[src/rtl/muldiv_pkg.sv]
// muldiv_pkg -- shared defines for the integer execute stage.
//   alu_sel_e : ALU selection codes used by the single-cycle ALU.
//   func3_e   : M-extension op codes (instruction func3 field).
//   state_e   : muldiv_unit FSM state encoding.
package muldiv_pkg;

  typedef enum logic [2:0] {
    ALU_ADD = 3'd0,
    ALU_SUB = 3'd1,
    ALU_AND = 3'd2,
    ALU_OR  = 3'd3,
    ALU_XOR = 3'd4,
    ALU_SLT = 3'd5,
    ALU_SLL = 3'd6,
    ALU_SRL = 3'd7
  } alu_sel_e;

  typedef enum logic [2:0] {
    F3_MUL    = 3'd0,
    F3_MULH   = 3'd1,
    F3_MULHSU = 3'd2,
    F3_MULHU  = 3'd3,
    F3_DIV    = 3'd4,
    F3_DIVU   = 3'd5,
    F3_REM    = 3'd6,
    F3_REMU   = 3'd7
  } func3_e;

  typedef enum logic [1:0] {
    ST_IDLE = 2'd0,
    ST_CALC = 2'd1,
    ST_FIX  = 2'd2,
    ST_DONE = 2'd3
  } state_e;

  // Upper half of the func3 space is the divide/remainder group.
  function automatic logic is_div(input func3_e f);
    return f[2];
  endfunction

endpackage

[src/rtl/muldiv_if.sv]
// muldiv_if -- request/response bus of the multiply/divide unit.
//   in_valid/in_ready   : request handshake, with func3, op_a, op_b
//   out_valid/out_ready : response handshake, with result
//   busy                : unit is not idle (pipeline stall)
// master = requester (pipeline), slave = muldiv_unit.
interface muldiv_if #(
  parameter int unsigned XLEN = 32
);
  logic            in_valid;
  logic            in_ready;
  logic [2:0]      func3;
  logic [XLEN-1:0] op_a;
  logic [XLEN-1:0] op_b;
  logic            out_valid;
  logic            out_ready;
  logic [XLEN-1:0] result;
  logic            busy;

  modport master (
    output in_valid, func3, op_a, op_b, out_ready,
    input  in_ready, out_valid, result, busy
  );

  modport slave (
    input  in_valid, func3, op_a, op_b, out_ready,
    output in_ready, out_valid, result, busy
  );
endinterface

[src/rtl/muldiv_core.sv]
// muldiv_core -- iterative unsigned datapath, one bit per step.
//   load     : capture mag_a/mag_b/div_mode, accumulator = {0, mag_a}
//   step     : advance one shift-add (multiply) or restoring
//              shift-subtract (divide) iteration
//   acc      : multiply -> 2*XLEN product
//              divide   -> {remainder, quotient}
module muldiv_core #(
  parameter int unsigned XLEN = 32
) (
  input  logic              clk,
  input  logic              rst_n,
  input  logic              load,
  input  logic              step,
  input  logic              div_mode,
  input  logic [XLEN-1:0]   mag_a,
  input  logic [XLEN-1:0]   mag_b,
  output logic [2*XLEN-1:0] acc
);

  logic [2*XLEN-1:0] acc_q, acc_d;
  logic [XLEN-1:0]   opb_q;
  logic              mode_q;
  logic [XLEN:0]     sum, rem_sh, diff;

  always_comb begin
    // Multiply: LSB-first, partial sum enters the upper half with its carry.
    sum    = {1'b0, acc_q[2*XLEN-1:XLEN]} + {1'b0, opb_q};
    // Divide: partial remainder shifted left with the next dividend bit.
    rem_sh = acc_q[2*XLEN-1:XLEN-1];
    diff   = rem_sh - {1'b0, opb_q};
    acc_d  = acc_q;
    if (mode_q) begin
      // rem_sh < 2*divisor, so diff's top bit is a clean borrow flag.
      if (!diff[XLEN]) acc_d = {diff[XLEN-1:0],   acc_q[XLEN-2:0], 1'b1};
      else             acc_d = {rem_sh[XLEN-1:0], acc_q[XLEN-2:0], 1'b0};
    end else begin
      if (acc_q[0]) acc_d = {sum, acc_q[XLEN-1:1]};
      else          acc_d = {1'b0, acc_q[2*XLEN-1:1]};
    end
  end

  always_ff @(posedge clk or negedge rst_n) begin
    if (!rst_n) begin
      acc_q  <= '0;
      opb_q  <= '0;
      mode_q <= 1'b0;
    end else if (load) begin
      acc_q  <= {{XLEN{1'b0}}, mag_a};
      opb_q  <= mag_b;
      mode_q <= div_mode;
    end else if (step) begin
      acc_q  <= acc_d;
    end
  end

  assign acc = acc_q;

endmodule

[src/rtl/muldiv_unit.sv]
// muldiv_unit -- iterative RV M-extension multiply/divide unit.
//   clk, rst_n : clock, asynchronous active-low reset
//   flush      : abort current operation, return to IDLE
//   bus        : muldiv_if.slave (in_valid/in_ready/func3/op_a/op_b,
//                out_valid/out_ready/result, busy)
// Operands are reduced to magnitudes on accept, muldiv_core runs XLEN
// steps in CALC, FIX applies the sign, DONE holds the result.
// Divide-by-zero and signed overflow skip straight to DONE.
module muldiv_unit
  import muldiv_pkg::*;
#(
  parameter int unsigned XLEN = 32
) (
  input  logic     clk,
  input  logic     rst_n,
  input  logic     flush,
  muldiv_if.slave  bus
);

  localparam int unsigned CW = $clog2(XLEN) + 1;

  state_e            state_q, state_d;
  func3_e            f3_in, op_q;
  logic [CW-1:0]     cnt_q;
  logic              neg_q, neg_d;
  logic [XLEN-1:0]   result_q;

  logic              accept, a_signed, b_signed, a_neg, b_neg;
  logic              div_zero, div_ovf, special;
  logic [XLEN-1:0]   mag_a, mag_b, special_res, quo_fix, rem_fix, fix_res;
  logic [2*XLEN-1:0] acc, prod_fix;

  // Request decode: signedness, magnitudes, result sign, special cases.
  always_comb begin
    f3_in    = func3_e'(bus.func3);
    accept   = bus.in_valid && (state_q == ST_IDLE) && !flush;
    a_signed = f3_in inside {F3_MULH, F3_MULHSU, F3_DIV, F3_REM};
    b_signed = f3_in inside {F3_MULH, F3_DIV, F3_REM};
    a_neg    = a_signed && bus.op_a[XLEN-1];
    b_neg    = b_signed && bus.op_b[XLEN-1];
    mag_a    = a_neg ? -bus.op_a : bus.op_a;
    mag_b    = b_neg ? -bus.op_b : bus.op_b;
    // Remainder follows the dividend; everything else is a xor b.
    neg_d    = (f3_in == F3_REM) ? a_neg : (a_neg ^ b_neg);
    div_zero = is_div(f3_in) && (bus.op_b == '0);
    div_ovf  = (f3_in inside {F3_DIV, F3_REM}) &&
               (bus.op_a == {1'b1, {(XLEN-1){1'b0}}}) && (bus.op_b == '1);
    special  = div_zero || div_ovf;
    special_res = '0;
    case (f3_in)
      F3_DIV, F3_DIVU: special_res = div_zero ? '1 : bus.op_a;
      F3_REM, F3_REMU: special_res = div_zero ? bus.op_a : '0;
      default:         special_res = '0;
    endcase
  end

  // Sign correction applied in FIX.
  always_comb begin
    prod_fix = neg_q ? -acc : acc;
    quo_fix  = neg_q ? -acc[XLEN-1:0]      : acc[XLEN-1:0];
    rem_fix  = neg_q ? -acc[2*XLEN-1:XLEN] : acc[2*XLEN-1:XLEN];
    fix_res  = '0;
    case (op_q)
      F3_MUL:                         fix_res = prod_fix[XLEN-1:0];
      F3_MULH, F3_MULHSU, F3_MULHU:   fix_res = prod_fix[2*XLEN-1:XLEN];
      F3_DIV, F3_DIVU:                fix_res = quo_fix;
      F3_REM, F3_REMU:                fix_res = rem_fix;
      default:                        fix_res = '0;
    endcase
  end

  muldiv_core #(.XLEN(XLEN)) u_core (
    .clk      (clk),
    .rst_n    (rst_n),
    .load     (accept),
    .step     (state_q == ST_CALC),
    .div_mode (is_div(f3_in)),
    .mag_a    (mag_a),
    .mag_b    (mag_b),
    .acc      (acc)
  );

  // FSM: state register
  always_ff @(posedge clk or negedge rst_n) begin
    if (!rst_n) state_q <= ST_IDLE;
    else        state_q <= state_d;
  end

  // FSM: next state (flush wins over accept and out_ready)
  always_comb begin
    state_d = state_q;
    if (flush) begin
      state_d = ST_IDLE;
    end else begin
      case (state_q)
        ST_IDLE: if (accept) state_d = special ? ST_DONE : ST_CALC;
        ST_CALC: if (cnt_q == CW'(XLEN - 1)) state_d = ST_FIX;
        ST_FIX:  state_d = ST_DONE;
        ST_DONE: if (bus.out_ready) state_d = ST_IDLE;
        default: state_d = ST_IDLE;
      endcase
    end
  end

  // FSM: outputs
  always_comb begin
    bus.in_ready  = (state_q == ST_IDLE);
    bus.busy      = (state_q != ST_IDLE);
    bus.out_valid = (state_q == ST_DONE);
    bus.result    = result_q;
  end

  // Operation context, step counter and result register.
  always_ff @(posedge clk or negedge rst_n) begin
    if (!rst_n) begin
      op_q     <= F3_MUL;
      neg_q    <= 1'b0;
      cnt_q    <= '0;
      result_q <= '0;
    end else if (flush) begin
      cnt_q    <= '0;
      result_q <= '0;
    end else begin
      if (accept) begin
        op_q  <= f3_in;
        neg_q <= neg_d;
        cnt_q <= '0;
        if (special) result_q <= special_res;
      end else if (state_q == ST_CALC) begin
        cnt_q <= cnt_q + CW'(1);
      end
      if (state_q == ST_FIX) result_q <= fix_res;
    end
  end

endmodule

[src/flat_wrapper.sv]
// flat-port wrapper written by rule: the top's interface ports become plain ports
module muldiv_unit_flat import muldiv_pkg::*;
#(
  parameter int unsigned XLEN = 32
)
  (clk, rst_n, flush, bus_in_valid, bus_func3, bus_op_a, bus_op_b, bus_out_ready, bus_in_ready, bus_out_valid, bus_result, bus_busy);
  muldiv_if #(.XLEN(XLEN)) bus_i ();
  input  logic clk;
  input  logic rst_n;
  input  logic flush;
  input wire logic [$bits(bus_i.in_valid)-1:0] bus_in_valid;
  input wire logic [$bits(bus_i.func3)-1:0] bus_func3;
  input wire logic [$bits(bus_i.op_a)-1:0] bus_op_a;
  input wire logic [$bits(bus_i.op_b)-1:0] bus_op_b;
  input wire logic [$bits(bus_i.out_ready)-1:0] bus_out_ready;
  output wire logic [$bits(bus_i.in_ready)-1:0] bus_in_ready;
  output wire logic [$bits(bus_i.out_valid)-1:0] bus_out_valid;
  output wire logic [$bits(bus_i.result)-1:0] bus_result;
  output wire logic [$bits(bus_i.busy)-1:0] bus_busy;
  assign bus_i.in_valid = bus_in_valid;
  assign bus_i.func3 = bus_func3;
  assign bus_i.op_a = bus_op_a;
  assign bus_i.op_b = bus_op_b;
  assign bus_i.out_ready = bus_out_ready;
  assign bus_in_ready = bus_i.in_ready;
  assign bus_out_valid = bus_i.out_valid;
  assign bus_result = bus_i.result;
  assign bus_busy = bus_i.busy;
  muldiv_unit #(.XLEN(XLEN)) u_core (.clk(clk), .rst_n(rst_n), .flush(flush), .bus(bus_i));
endmodule
[config.mk]
export PLATFORM = sky130hd
export DESIGN_NAME = muldiv_unit_flat
export DESIGN_NICKNAME = d
export VERILOG_FILES = /design/src/rtl/muldiv_pkg.sv /design/src/rtl/muldiv_if.sv /design/src/rtl/muldiv_core.sv /design/src/rtl/muldiv_unit.sv /design/src/flat_wrapper.sv
export SDC_FILE = /design/constraint.sdc
export NUM_CORES = 1
export LEC_CHECK = 0
export CORE_UTILIZATION = 25
export CTS_CLUSTER_SIZE = 14
export DETAILED_ROUTE_END_ITERATION = 10
export GPL_ROUTABILITY_DRIVEN = 0
export GPL_TIMING_DRIVEN = 1
export SLEW_MARGIN = 20
export SYNTH_ARGS = -nofsm -noshare
export SYNTH_HDL_FRONTEND = slang
export SYNTH_SLANG_ARGS = --single-unit
[constraint.sdc]
create_clock -name clk -period 9.5 [get_ports clk]
set_input_delay 1.425 -clock clk [delete_from_list [all_inputs] [get_ports clk]]
set_output_delay 1.425 -clock clk [all_outputs]
set_load 0.03 [all_outputs]
Word level (Yosys, flattened, before mapping)
Index checks and enable logic that the tools add are counted.
- flip-flop bits (word level): 141
- output and inout port bits: 35
- add/subtract/negate cells: 8
- equality and inequality tests: 22
- reduce and logical (&&, ||, !) cells: 28
- muxes and demuxes: 28
- bitwise logic cells: 2
- operators by type and width (cell ; number):
    64-bit 2-to-1 mux ; 6
    32-bit 2-to-1 mux ; 10
    32-bit negator ; 4
    32-bit one-hot mux with 4 select lines ; 1
    32-bit equality test, second input constant ; 2
    64-bit negator ; 1
    32-bit one-hot mux with 2 select lines ; 1
    32-bit by 32-bit adder with 33-bit output ; 1
    33-bit by 32-bit subtractor with 33-bit output ; 1
    32-bit logical NOT ; 1
    3-bit equality test, second input constant ; 8
    6-bit 2-to-1 mux ; 3
    3-bit nonzero test ; 4
    2-bit 2-to-1 mux ; 5
    3-bit by 2-bit equality test with 1-bit output, second input constant ; 3
    2-bit one-hot mux with 4 select lines ; 1
    2-bit OR reduction ; 4
    1-bit logical AND ; 7
    6-bit by 1-bit adder with 6-bit output, second input constant ; 1
    3-bit by 1-bit equality test with 1-bit output, second input constant ; 2
    6-bit by 5-bit equality test with 1-bit output, second input constant ; 1
    3-bit by 2-bit inequality test with 1-bit output, second input constant ; 2
    2-bit nonzero test ; 3
    2-bit equality test, second input constant ; 2
    13 further kinds ; 14

Longest topological paths before layout
Gate-level depths: netlist of run 1.
- depth in word-level cells: 9
- gate-level depth with buffers: 14
- depth with buffers taken out: 13

Hierarchy
Synthesis of run 1 repeated with hierarchy kept, for this count alone.
- cell total of the unflattened synthesis: 2044
- area, all modules: 15373.5 um^2
- modules (own cells, without submodules) (module ; times used ; area an instance (um^2) ; cells each ; sequential area each (um^2)):
    muldiv_core ; 1 ; 8479.4 ; 1081 ; 2427.3
    muldiv_unit ; 1 ; 6894.1 ; 963 ; 1101.1

Worst setup path after synthesis of run 1
Ideal clock, no wire load.
- path kind: in2reg
- start point: input port bus_op_a[11]
- end point: register u_core.result_q[3] (netlist: u_core.bus.result[3])
- buffers on the path: 1
- stages: 11
- arrival: 3.848 ns
- setup slack: 5.516 ns
- library setup time: 0.136 ns
- required time: 9.364 ns
- cells stage by stage: or4_1 -> nor2_1 -> nand3_1 -> or4_1 -> or3_4 -> o21bai_4 -> nand3_2 -> buf_6 -> mux2_1 -> nor2_1 -> nor3_1
- word-level cells in the longest chain between the ends: 6
- RTL lines (what ; line ; RTL):
    start: declaration ; flat_wrapper.sv:13 ; input wire logic [$bits(bus_i.op_a)-1:0] bus_op_a;
    32-bit equality test ; muldiv_unit.sv:47 ; (bus.op_a == {1'b1, {(XLEN-1){1'b0}}}) && (bus.op_b == '1);
    1-bit logical AND ; muldiv_unit.sv:46 ; div_ovf = (f3_in inside {F3_DIV, F3_REM}) &&
    1-bit logical AND ; muldiv_unit.sv:47 ;
    1-bit logical OR ; muldiv_unit.sv:48 ; special = div_zero || div_ovf;
    3-bit nonzero test (no source line) ; n/a ;
    2-bit AND reduction (no source line) ; n/a ;
    end signal: assignment ; muldiv_unit.sv:128 ; if (special) result_q <= special_res;
    end signal: assignment ; muldiv_unit.sv:132 ; if (state_q == ST_FIX) result_q <= fix_res;
    end: declaration ; muldiv_unit.sv:26 ; logic [XLEN-1:0] result_q;
No other way between the ends.
A chain may end at the register's enable or synchronous reset.

Worst setup path after layout of run 1
- start point: input port bus_op_b[4]
- end point: register u_core.result_q[3] (netlist: u_core.bus.result[3])
- word-level cells in the longest chain between the ends: 8
- elaborated cells between the ends (all ways): 14
- classes of those cells: eq/ne: 1; mux: 7; reduce/logical: 6
- RTL lines (what ; line ; RTL):
    start: declaration ; flat_wrapper.sv:14 ; input wire logic [$bits(bus_i.op_b)-1:0] bus_op_b;
    32-bit logical NOT ; muldiv_unit.sv:45 ; div_zero = is_div(f3_in) && (bus.op_b == '0);
    1-bit logical AND ; muldiv_unit.sv:45 ;
    32-bit 2-to-1 mux (on tied branches) ; muldiv_unit.sv:52, muldiv_unit.sv:51 ;
    32-bit one-hot mux with 2 select lines ; muldiv_unit.sv:50 ; case (f3_in)
    32-bit 2-to-1 mux ; muldiv_unit.sv:128 ;
    32-bit 2-to-1 mux ; muldiv_unit.sv:124 ; if (accept) begin
    32-bit 2-to-1 mux ; muldiv_unit.sv:132 ;
    32-bit 2-to-1 mux ; muldiv_unit.sv:120 ; end else if (flush) begin
Parallel ways exist; a longest one is shown, timed or not. The select of a mux whose other input is x is not followed.

==> results.json, run 1 <==
{
  "post_cts_resized": 0,
  "die_y_um": 245,
  "synth_area_leaders": "dfrtp_1 (24%), o21ai_0 (6.7%), ha_1 (6.3%)",
  "grt_pass1_wl_um": 86700,
  "antenna_cells": 0,
  "syn_avg_cell_area_um2": 7.60,
  "io_buffers": 106,
  "netlist.top_cell.by_area": "dfrtp_1",
  "finalCriticalPeriod_ns": 4.83,
  "synthTopCellsByCount": "nand2_1 (198), o21ai_0 (197), a21oi_1 (178)",
  "synth-simple-area-share_pct": 19.6,
  "skew_ns": 0.0129,
  "slew_violations": 0,
  "synthMuxAreaShare_pct": 4.44,
  "grt_overflow": 0,
  "wl_per_cell_um": 20.7,
  "areaGrowthSynthToFinish_pct": 15.4,
  "timing.fmax_ghz": 0.207,
  "path_class": "in2reg",
  "nNetsFinal": 2094,
  "maxCapViolations": 0,
  "vias": 15587,
  "ant_nets": 0,
  "rows": 88,
  "synth_top_family_by_area": "compound AO/OA/AOI/OAI gates",
  "syn-num-nets": 2088,
  "pwr-share-seq_pct": 21.2,
  "cp_max_fo": 36,
  "root_buffer": "clkbuf_16",
  "combPwrFrac_pct": 67.3,
  "min_from": "u_core.bus.result[23]",
  "grt_pass1_vias": 14567,
  "arrival_ns": 5.16,
  "ys_seq_area_share_pct": 23.8,
  "cts_buffers": 17,
  "synthFlopType": "dfrtp_1",
  "intPower_uw": 2980,
  "yosysTopAreaCellShare_pct": 23.8,
  "yosysMostFrequentCell": "nand2_1",
  "p_clk_share_pct": 11.5,
  "routed_wl_um": 56500,
  "first_iter_violations": 1836,
  "ys_types": 88,
  "tightest_slew_ns": 1.06,
  "synthAdderAreaFrac_pct": 6.55,
  "fill_cells": 6196,
  "die_width_um": 245,
  "cts_tree": "built",
  "dp_hpwl_um": 41800,
  "leakage_uw": 0.00657,
  "postSynthCellCount": 1940,
  "crit_start": "bus_op_b[4]",
  "synth_compound_area_share_pct": 30.1,
  "syn-cell-area_um2": 14800,
  "clkTransAtPathRegs_ns": 0.07,
  "initial_core_util_pct": 25.4,
  "h-tree-depth": 4,
  "cts_setup_buffers": 0,
  "multi_input_area_um2": 10400,
  "critPathMaxStageDelay_ns": 0.54,
  "worstSetupStartpointType": "input pin",
  "tns_ns": 0,
  "setup_viol": 0,
  "finalHoldViolCount": 0,
  "end_kind": "register",
  "power_density_nw_per_um2": 379,
  "status": "finished, final reports clean",
  "crit_path_top_delay_cell": "clkdlybuf4s50_1",
  "ys_ff_latch": 140,
  "core_region_area_um2": 58000,
  "worstSkewPairLatency_ns": 0.47,
  "clockBufferDepth": 2,
  "yosysWarnings": 0,
  "cp_common_cell": "nor3_1",
  "hold_buffers": 0,
  "viasPerCell": 5.72,
  "r2r_start": "u_core.u_core.acc[32]",
  "dp_cells": 2691,
  "pre_cts_slack_ns": 4.17,
  "antenna_found_initial": 1,
  "power.switching_uw": 3470,
  "worstPathRequired_ns": 9.83,
  "max_slew_margin_pct": 28.8,
  "swShare_pct": 53.8,
  "fin_cells": 2724,
  "grt_max_degree": 89,
  "rsz0062_at_grt": "false",
  "register_area_um2": 3510,
  "grt_usage_pct": 18.5,
  "synth-xor-area-share_pct": 9.98,
  "synth_edf_count": 0,
  "async_flop_share_pct": 100,
  "ios": 107,
  "clock-sinks": 140,
  "ir_worst_vdd_v": 0.000262,
  "critical_path.cell_chain": "clkdlybuf4s50_1 -> or3_1 -> nor3_1 -> nand2_1 -> and4b_1 -> buf_4 -> o21bai_4 -> nand3_2 -> mux2_1 -> nor2_1 -> nor3_1",
  "setup_ws_ns": 4.67,
  "hp-class": "reg2reg",
  "first_pass_iters": 6,
  "die-area_um2": 60000,
  "drc": 0,
  "drive_gt1_share_pct": 4.90,
  "fin_crit_sh_pct": 50.8
}
[per-layer routing]
| metal | GRT usage, % | up-vias | share of wire (%) |
|---|---|---|---|
| met3 | 3.38 | 131 | 7.4 |
| met5 | 0 | - | 0.014 |
| met4 | 8.53 | 2 | 4.4 |
| li1 | - | 7144 | - |
| met1 | 24.3 | 7581 | 43 |
| met2 | 29.4 | 729 | 45 |
[flip-flops by register name (all words and copies together), names as in the netlist]
register,cells
u_core.u_core.acc,64
u_core.state_q,2
u_core.cnt_q,6
u_core.op_q,2
u_core.bus.result,32
u_core.u_core.opb_q,32
u_core.neg_q,1
u_core.u_core.mode_q,1
[worst paths after layout]
kind                                    endpoint  slack [ns]  depth (start not counted)
max                         u_core.bus.result[3]        4.67                         11
min                        u_core.bus.result[23]        0.49                          2
max reg2reg                u_core.u_core.acc[57]        4.80                         13
min reg2reg                u_core.bus.result[23]        0.49                          2
max in group asynchronous   u_core.u_core.mode_q        6.96                          2
min in group asynchronous  u_core.bus.result[13]        0.99                          1
[cell type report]
| class | instances | area share [%] |
|---|---|---|
| clock buffers | 20 | 2.68 |
| repair buffers | 125 | 7.20 |
| clock inverters | 12 | 0.949 |
| inverters | 72 | 1.59 |
| multi-input cells | 1590 | 61.3 |
| flip-flops and latches | 140 | 20.6 |
| well taps | 765 | 5.63 |
[cell families (layout without fill, tap and decap cells)]
kind of cell,after synthesis,after routing
compound gates,690,690
xor+xnor,168,168
fa+ha+maj,76,76
buf+inv,210,229
flops,140,140
mux,63,63
simple gates,593,593
[power by group through the flow]
| stage | combinational [uW] | clock (uW) | sequential [uW] |
|---|---|---|---|
| 2_1_floorplan | 3280 | 0 | 1100 |
| 3_3_place_gp | 4160 | 0 | 1350 |
| 3_5_place_dp | 4230 | 0 | 1350 |
| 4_1_cts | 4250 | 745 | 1340 |
| 5_1_grt | 4740 | 767 | 1390 |
| 6_report | 4340 | 739 | 1370 |
[critical path, delay by kind of cell]
kind | cells | cell delay (ns)
AO/OA/AOI/OAI | 1 | 0.25
buffers and inverters | 2 | 0.94
multiplexers | 1 | 0.47
AND/OR/NAND/NOR | 7 | 2.04
[cells in the final DEF (no fill, tap or decap), types with 21 or more instances in the layout]
cell and count:
a211oi_1 39, a21o_1 26, a21oi_1 178, a221oi_1 31, clkdlybuf4s50_1 105, dfrtp_1 138
ha_1 72, inv_1 70, mux2i_1 55, nand2_1 198, nand2b_1 40, nand3_1 33
nand4_1 22, nor2_1 138, nor3_1 45, o211ai_1 46, o21ai_0 197, o31ai_1 30
o41ai_1 21, xnor2_1 81, xor2_1 87
[through the flow]
| stage | utilization [%] | hold slack (ns) | power [uW] | area (um^2) |
|---|---|---|---|---|
| after floorplan | - | 0.475 | 4370 | 14800 |
| after global placement | 28.2 | 0.464 | 5500 | 16400 |
| after detailed placement | 28.2 | 0.475 | 5590 | 16400 |
| after CTS | 29.3 | 0.489 | 6340 | 17000 |
| after global routing | 29.3 | 0.510 | 6890 | 17000 |
| final | 29.3 | 0.485 | 6450 | 17000 |
(Power assumes the default switching activity.)
==> run 2, diff against run 1 <==
- clock period: 9.5 -> 4.7 ns (I/O delays scaled with it)
==> run 2 against run 1 <==
Net effect:
- critical endpoint is now u_core.u_core.acc[57]
- wire length grew 1.0%
- count of clock-buffer cells in the layout shrank 1
- via count grew 0.31%
- critical path depth grew 2
- critical path type is now reg2reg
==> results.json, run 2 (synthesis results as in run 1) <==
{
  "largest_register_ffs": 64,
  "tns_ns": 0,
  "h-tree-depth": 4,
  "pwr-share-seq_pct": 20.1,
  "cts_buffers": 17,
  "fill_cells": 6180,
  "die_y_um": 245,
  "hp-class": "in2async",
  "dp_hpwl_um": 42800,
  "drc": 0,
  "die_width_um": 245,
  "initial_core_util_pct": 25.4,
  "top_usage_layer": "met2",
  "holdWs_ns": 0.320,
  "worstSetupStartpointType": "register",
  "die-area_um2": 60000,
  "arrival_ns": 4.44,
  "clockBufferDepth": 2,
  "grt_pass1_vias": 14941,
  "end_kind": "register",
  "grt_pass1_wl_um": 88700,
  "core_region_area_um2": 58000,
  "io_buffers": 106,
  "swShare_pct": 53.7,
  "r2r_cells": 13,
  "root_buffer": "clkbuf_16",
  "timing.fmax_ghz": 0.243,
  "rsz0062_at_grt": "false",
  "intPower_uw": 6100,
  "first_iter_violations": 1611,
  "slew_violations": 0,
  "rows": 88,
  "tightest_slew_ns": 1.17,
  "ir_worst_vdd_v": 0.000426,
  "cp_max_fo": 10,
  "vias": 15635,
  "status": "finished, final reports clean",
  "power_density_nw_per_um2": 764,
  "grt_util_met2_pct": 29.9,
  "finalHoldViolCount": 0,
  "areaGrowthSynthToFinish_pct": 16.8,
  "pre_cts_slack_ns": 0.419,
  "combPwrFrac_pct": 68.8,
  "max_slew_margin_pct": 21.5,
  "grt_overflow": 0,
  "most-common-layout-cells": "nand2_1 (198), o21ai_0 (197), a21oi_1 (178)",
  "cts_setup_buffers": 0,
  "grt_usage_pct": 18.9,
  "post_cts_resized": 0,
  "p_clk_share_pct": 11.1,
  "finalCriticalPeriod_ns": 4.11,
  "ios": 107,
  "r2r-end": "u_core.u_core.acc[57]",
  "drive_gt1_share_pct": 6.53,
  "fin_crit_sh_pct": 87.4,
  "antenna_found_initial": 0,
  "clock-sinks": 140,
  "power.switching_uw": 7080,
  "final_common_cell": "nand2_1",
  "setup_viol": 0,
  "routed_wl_um": 57100,
  "antenna_cells": 0,
  "grtUsageMet3_pct": 3.32,
  "maxCapViolations": 0,
  "r2r_start": "u_core.u_core.acc[32]",
  "fin_util_pct": 29.7,
  "hold_buffers": 0,
  "nNetsFinal": 2127,
  "wl_per_cell_um": 20.7,
  "reg2reg_setup_slack_ns": 0.59,
  "path_class": "reg2reg",
  "fin_total_pwr_uw": 13200,
  "skew_ns": 0.0160,
  "cts_tree": "built",
  "met1_usage_pct": 24.8,
  "ant_nets": 0,
  "clkTransAtPathRegs_ns": 0.07,
  "viasPerCell": 5.67,
  "first_pass_iters": 6,
  "worstPathRequired_ns": 5.03,
  "worstSkewPairLatency_ns": 0.47,
  "leakage_uw": 0.00673,
  "grt_max_degree": 91,
  "setup_ws_ns": 0.592
}
==> run 2: changes by cell type in the layout (fill, tap and decap cells not counted), moves of 2 or more <==
cell	previous run	this run
buf_4	18	52
clkinv_4	3	5
clkinvlp_4	3	1
inv_6	2	5
==> run 2: through the flow <==
step                cell area [um^2]  cells
finish                         17200   2757
global route                   17200   2757
CTS                            17200   2757
detailed placement             16600   2725
global placement               16600   2725
floorplan                      14800   1940
==> run 2: cell type report <==
class	instances	area (um^2)	share of cell area, %
clock buffers	19	453	2.63
clock inverters	13	155	0.900
inverters	72	270	1.57
multi-input cells	1590	10400	60.6
flip-flops and latches	140	3510	20.4
well taps	765	957	5.55
repair buffers	158	1450	8.43
==> run 2: power groups by stage <==
stage / clock network [uW] / logic, uW / registers (uW)
CTS: 1490 / 8890 / 2600
finish: 1470 / 9060 / 2650
detailed placement: 0 / 8840 / 2620
global route: 1530 / 9900 / 2700
global placement: 0 / 8690 / 2610
floorplan: 0 / 6620 / 2220
==> run 2: routing by layer <==
metal | share of wire, % | up-vias
met1 | 42 | 7571
met4 | 4.3 | 0
met2 | 46 | 708
met5 | 0 | -
li1 | - | 7219
met3 | 7.5 | 137
==> run 2: critical path: stages, from the launching register on <==
cell      delay, ns
dfrtp_1        0.50
ha_1           0.30
inv_1          0.08
fa_1           0.19
nand2b_1       0.16
a21oi_1        0.09
a211oi_1       0.51
o31ai_1        0.23
a21boi_0       0.41
o21ai_0        0.31
a221oi_1       0.57
o21ai_0        0.20
a221oi_1       0.27
o211ai_1       0.12
==> run 2: worst max-delay path by stage <==
stage / from / endpoint / slack [ns]
after global placement: bus_op_a[26] / u_core.bus.result[3] / 0.42
after CTS: u_core.u_core.acc[32] / u_core.u_core.acc[57] / 0.70
after global routing: u_core.u_core.acc[32] / u_core.u_core.acc[57] / 0.45
after detailed placement: bus_op_a[26] / u_core.bus.result[23] / 0.42
final: u_core.u_core.acc[32] / u_core.u_core.acc[57] / 0.59
after floorplan: bus_op_a[11] / u_core.bus.result[3] / 1.44
==> run 3, diff against run 2 <==
- CAP_MARGIN: unset -> 10
==> results of run 3 <==
No change in the layout: final DEF, timing and power equal those of run 2.
